## src/rtl/monostable_555.sv

```systemverilog
// Digital 555 timer in monostable mode: a falling trigger edge starts a pulse lasting
// o_Position scan lines. Optional retriggering is enabled by defining MONOSTABLE_RETRIGGER_EN.
module monostable_555 #(
  parameter int p_COUNT_WIDTH = 10,
  parameter int p_MIN_LINES   = 2,
  parameter int p_MAX_LINES   = 420,
  parameter int p_INIT_LINES  = 200,
  parameter int p_STEP        = 4
) (
  input  logic                     i_Clk,
  input  logic                     i_Rst_L,
  input  logic                     i_Trigger,
  input  logic                     i_HReset,
  input  logic                     i_Up,
  input  logic                     i_Down,
  output logic                     o_Output,
  output logic                     o_Done,
  output logic [p_COUNT_WIDTH-1:0] o_Position
);

  localparam logic [p_COUNT_WIDTH-1:0] MIN_W  = p_COUNT_WIDTH'(p_MIN_LINES);
  localparam logic [p_COUNT_WIDTH-1:0] MAX_W  = p_COUNT_WIDTH'(p_MAX_LINES);
  localparam logic [p_COUNT_WIDTH-1:0] INIT_W = p_COUNT_WIDTH'(p_INIT_LINES);
  localparam logic [p_COUNT_WIDTH-1:0] STEP_W = p_COUNT_WIDTH'(p_STEP);
  localparam logic [p_COUNT_WIDTH-1:0] ONE_W  = p_COUNT_WIDTH'(1);

  typedef enum logic {
    S_IDLE,
    S_TIMING
  } state_t;

  state_t                   state_q, state_d;
  logic [p_COUNT_WIDTH-1:0] count_q, count_d;
  logic [p_COUNT_WIDTH-1:0] pos_q, pos_d;
  logic [p_COUNT_WIDTH-1:0] next_pos;
  logic [p_COUNT_WIDTH:0]   up_floor;
  logic [p_COUNT_WIDTH:0]   down_sum;
  logic                     output_q, output_d;
  logic                     done_q, done_d;
  logic                     trig_q;
  logic                     start;

  assign start = trig_q & ~i_Trigger;

  // Potentiometer model: one extra bit keeps the saturating step free of wrap-around.
  always_comb begin
    up_floor = {1'b0, MIN_W} + {1'b0, STEP_W};
    down_sum = {1'b0, pos_q} + {1'b0, STEP_W};
    next_pos = pos_q;
    if (i_Up && !i_Down) begin
      next_pos = ({1'b0, pos_q} >= up_floor) ? (pos_q - STEP_W) : MIN_W;
    end else if (i_Down && !i_Up) begin
      next_pos = (down_sum > {1'b0, MAX_W}) ? MAX_W : down_sum[p_COUNT_WIDTH-1:0];
    end
  end

  always_comb begin
    state_d  = state_q;
    count_d  = count_q;
    pos_d    = pos_q;
    output_d = output_q;
    done_d   = 1'b0;
    unique case (state_q)
      S_IDLE: begin
        if (start) begin
          pos_d    = next_pos;
          count_d  = next_pos;
          state_d  = S_TIMING;
          output_d = 1'b1;
        end
      end
      S_TIMING: begin
`ifdef MONOSTABLE_RETRIGGER_EN
        if (start) begin
          pos_d    = next_pos;
          count_d  = next_pos;
          output_d = 1'b1;
        end else if (i_HReset) begin
          if (count_q > ONE_W) begin
            count_d = count_q - ONE_W;
          end else begin
            state_d  = S_IDLE;
            output_d = 1'b0;
            done_d   = 1'b1;
            count_d  = '0;
          end
        end
`else
        if (i_HReset) begin
          if (count_q > ONE_W) begin
            count_d = count_q - ONE_W;
          end else begin
            state_d  = S_IDLE;
            output_d = 1'b0;
            done_d   = 1'b1;
            count_d  = '0;
          end
        end
`endif
      end
      default: state_d = S_IDLE;
    endcase
  end

  always_ff @(posedge i_Clk) begin
    if (!i_Rst_L) begin
      state_q  <= S_IDLE;
      count_q  <= '0;
      pos_q    <= INIT_W;
      output_q <= 1'b0;
      done_q   <= 1'b0;
    end else begin
      state_q  <= state_d;
      count_q  <= count_d;
      pos_q    <= pos_d;
      output_q <= output_d;
      done_q   <= done_d;
    end
  end

  // Tracks the trigger even under reset, so a trigger held low through reset cannot fire on release.
  always_ff @(posedge i_Clk) begin
    trig_q <= i_Trigger;
  end

  assign o_Output   = output_q;
  assign o_Done     = done_q;
  assign o_Position = pos_q;

endmodule

```

## config.mk

```make
export PLATFORM = sky130hd
export DESIGN_NAME = monostable_555
export DESIGN_NICKNAME = d
export VERILOG_FILES = /design/src/rtl/monostable_555.sv
export SDC_FILE = /design/constraint.sdc
export NUM_CORES = 1
export LEC_CHECK = 0
export ABC_AREA = 1
export BUFFER_PORTS_ARGS = -buffer_cell sky130_fd_sc_hd__clkbuf_2
export CAP_MARGIN = 10
export CELL_PAD_IN_SITES_DETAIL_PLACEMENT = 0
export CELL_PAD_IN_SITES_GLOBAL_PLACEMENT = 2
export CORE_MARGIN = 5
export CORE_UTILIZATION = 31
export DETAILED_ROUTE_END_ITERATION = 10
export PLACE_DENSITY_LB_ADDON = 0.25
export SLEW_MARGIN = 25
export SYNTH_ARGS = -nofsm -noshare
export SYNTH_HDL_FRONTEND = slang
export SYNTH_SLANG_ARGS = --single-unit
```

## constraint.sdc

```tcl
create_clock -name i_Clk -period 2 [get_ports i_Clk]
set_input_delay 0.3 -clock i_Clk [delete_from_list [all_inputs] [get_ports i_Clk]]
set_output_delay 0.3 -clock i_Clk [all_outputs]
set_load 0.01 [all_outputs]
```

==> results.sh <==
export IMPL_clkPwrFrac=0.315
export IMPL_max_slew_margin_rel=0.741
export IMPL_antenna_left=0
export IMPL_worst_setup_path_end_kind="flop"
export IMPL_pre_cts_ws_ns=0.126
export IMPL_ctsResizeCount=0
export IMPL_ioPinCount=18
export IMPL_power_per_cell_area_nw_per_um2=705
export IMPL_firstDrtPassIters=4
export IMPL_drive_gt1_frac=0.158
export IMPL_maxCapViolations=0
export IMPL_syn_inst=270
export IMPL_synth_area_sq_um=1720
export IMPL_finClkSkew_ns=0.00465
export IMPL_io_buffer_count=17
export IMPL_die_h_um=84.4
export IMPL_finalWorstSetupSlack_ns=0.203
export IMPL_total_power_mw=1.40
export IMPL_yosys_warnings=0
export IMPL_peakVddDrop_mv=0.306
export IMPL_clkTransAtPathRegs_ns=0.10
export IMPL_tightest_slew_ns=0.387
export IMPL_cts_tree="built"
export IMPL_worstPathArrival_ns=2.01
export IMPL_n_antenna_cell=0
export IMPL_area_growth_pct=16.0
export IMPL_routed_via_count=1737
export IMPL_synth_largest_area_cell="dfxtp_1"
export IMPL_rsz0062_at_grt="no"
export IMPL_status="finished clean"
export IMPL_core_area_sq_um=5440
export IMPL_hold_buffers=0
export IMPL_max_freq_mhz=557
export IMPL_internal_power_mw=0.931
export IMPL_place_gp_congestion=0.794
export IMPL_fin_crit_sh=0.898
export IMPL_p_leak_nw=1.01
export IMPL_grt_pass1_wl_mm=8.45
export IMPL_path_max_fanout=5
export IMPL_hold_ws_ns=0.184
export IMPL_grt_start_max_net_pins=15
export IMPL_r2r_cells=11
export IMPL_hold_depth=1
export IMPL_p_sw_mw=0.473
export IMPL_totalWireLength_mm=5.03
export IMPL_start_kind="flop"
export IMPL_die_width_um=84.4
export IMPL_critPathRequiredTime_ns=2.21
export IMPL_swShare=0.337
export IMPL_grt_total_usage=0.146
export IMPL_combPwrFrac=0.283
export IMPL_via_per_inst=4.77
export IMPL_finalMaxSlewViolations=0
export IMPL_synth_cell_types=36
export IMPL_clock_sinks=24
export IMPL_grt_overflow=0
export IMPL_synth_seq_area_share=0.280
export IMPL_crit_type="flop to flop"
export IMPL_drtIter0Drc=70
export IMPL_start_util=0.316
export IMPL_drc=0
export IMPL_netlist_top_cells_area="dfxtp_1, nand2_1, inv_1"
export IMPL_root_buffer="clkbuf_8"
export IMPL_setup_viol=0
export IMPL_pwr_share_seq=0.401
export IMPL_nNetsFinal=304
export IMPL_period_minus_slack_ns=1.80
export IMPL_rows=27
export IMPL_die_area_sq_um=7130
export IMPL_clk_latency_ns=0.27
export IMPL_synth_seq_cells=24
export IMPL_wl_per_cell_um=13.8
export IMPL_syn_nets=281
export IMPL_cts_setup_buffers=0
export IMPL_clockBufferDepth=2
export IMPL_grt_pass1_vias=1727
export IMPL_final_hold_violation_count=0
export IMPL_grt_antenna_before_repair=0
export IMPL_final_util=0.366
export IMPL_htree_levels=1
export IMPL_avgSynthCellArea_sq_um=6.36
export IMPL_worstHoldPathType="input port to flop"
export IMPL_detailed_place_hpwl_mm=3.97
export IMPL_setup_tns_ns=0
export IMPL_yosysTopAreaCellShare=0.280
export IMPL_numCtsBuffers=3
==> cells by family after synthesis <==
| group | count (synthesis) | share of synthesized area |
|---|---|---|
| compound gates | 60 | 0.205 |
| xor+xnor | 11 | 0.0561 |
| fa+ha+maj | 5 | 0.0364 |
| buf+inv | 48 | 0.109 |
| flops | 24 | 0.280 |
| simple gates | 122 | 0.314 |
==> layout by cell type (no fill, tap or decap), types with 2 or more instances in the layout <==
| cell | instances |
|---|---|
| o22ai_1 | 2 |
| nand3_1 | 17 |
| xnor2_1 | 2 |
| dfxtp_2 | 3 |
| xor2_1 | 9 |
| clkinv_1 | 2 |
| nor2_1 | 25 |
| nand4_1 | 5 |
| o21ai_0 | 21 |
| clkbuf_2 | 17 |
| inv_2 | 3 |
| ha_1 | 5 |
| a21oi_2 | 3 |
| a21oi_1 | 19 |
| buf_4 | 7 |
| dfxtp_1 | 21 |
| nand2_2 | 3 |
| clkbuf_8 | 3 |
| nand2_1 | 65 |
| o211ai_1 | 6 |
| o21ai_1 | 2 |
| inv_1 | 37 |
==> worst max-delay path, cell delays in order (launching register included) <==
cell	delay, ns
dfxtp_1	0.37
inv_1	0.10
ha_1	0.23
nand2_1	0.17
a21oi_1	0.10
nand3_2	0.11
nand2_1	0.15
inv_2	0.13
o21ai_0	0.08
o21ai_1	0.12
inv_1	0.05
a21oi_1	0.12
==> state kept, by name, summed over array words and instances, names as in the netlist <==
name / cells
o_Done: 1
o_Position: 10
o_Output: 1
trig_q: 1
count_q: 10
state_q: 1
==> final cells by class <==
type,count,area [sq um]
clock buffers,3,41.3
clock inverters,1,30.0
fillers,626,3450
inverters,42,158
multi-input cells,198,1050
flip-flops and latches,24,484
well taps,72,90.1
repair buffers,24,138
==> final timing paths <==
| check | startpoint | endpoint | slack, ns |
|---|---|---|---|
| worst min-delay path | i_Trigger | trig_q | 0.18 |
| worst max-delay path | count_q[0] | count_q[8] | 0.20 |
| worst max register to register | count_q[0] | count_q[8] | 0.20 |
| worst min register to register | o_Output | o_Output | 0.48 |
==> synth_stat cells <==
master / number
xor2_1: 9
inv_1: 37
o211a_1: 1
nand2_2: 3
o221ai_1: 1
nand3_1: 17
clkinv_1: 2
nor4_1: 1
nand3_2: 1
nor3_4: 1
ha_1: 5
nand4_1: 5
nand2_4: 1
a31oi_1: 1
nor2_2: 1
o21ai_0: 21
a21oi_2: 3
o31ai_1: 1
and2_1: 1
o21ai_1: 2
nor2_1: 25
buf_4: 1
xnor2_1: 2
o32ai_1: 1
nand2_1: 65
inv_2: 3
nor3_2: 1
a21oi_1: 19
clkbuf_1: 3
o21bai_1: 1
o21ai_2: 1
o22ai_1: 2
buf_2: 1
o211ai_1: 6
clkbuf_2: 1
dfxtp_1: 24
==> power groups by stage <==
| stage | clock, mW | sequential [mW] | combinational, mW |
|---|---|---|---|
| floorplan | 0 | 0.565 | 0.292 |
| global placement | 0 | 0.574 | 0.404 |
| detailed placement | 0 | 0.574 | 0.398 |
| CTS | 0.456 | 0.563 | 0.400 |
| global route | 0.472 | 0.571 | 0.455 |
| finish | 0.442 | 0.563 | 0.398 |
==> stage by stage <==
| step | instance area [sq um] | instances |
|---|---|---|
| 2_1_floorplan | 1720 | 270 |
| 3_3_place_gp | 1920 | 360 |
| 3_5_place_dp | 1920 | 360 |
| 4_1_cts | 1990 | 364 |
| 5_1_grt | 1990 | 364 |
| 6_report | 1990 | 364 |
==> routing by layer <==
layer / up-vias / part of all wire / wire [um] / GRT usage
li1: 920 / - / - / -
met2: 27 / 0.44 / 2230 / 0.233
met3: 4 / 0.035 / 176 / 0.0236
met4: 0 / 0.0072 / 36 / 0.0273
met5: - / 0 / 0 / 0
met1: 786 / 0.51 / 2590 / 0.211
No activity file was read; power rests on OpenSTA's default activity.
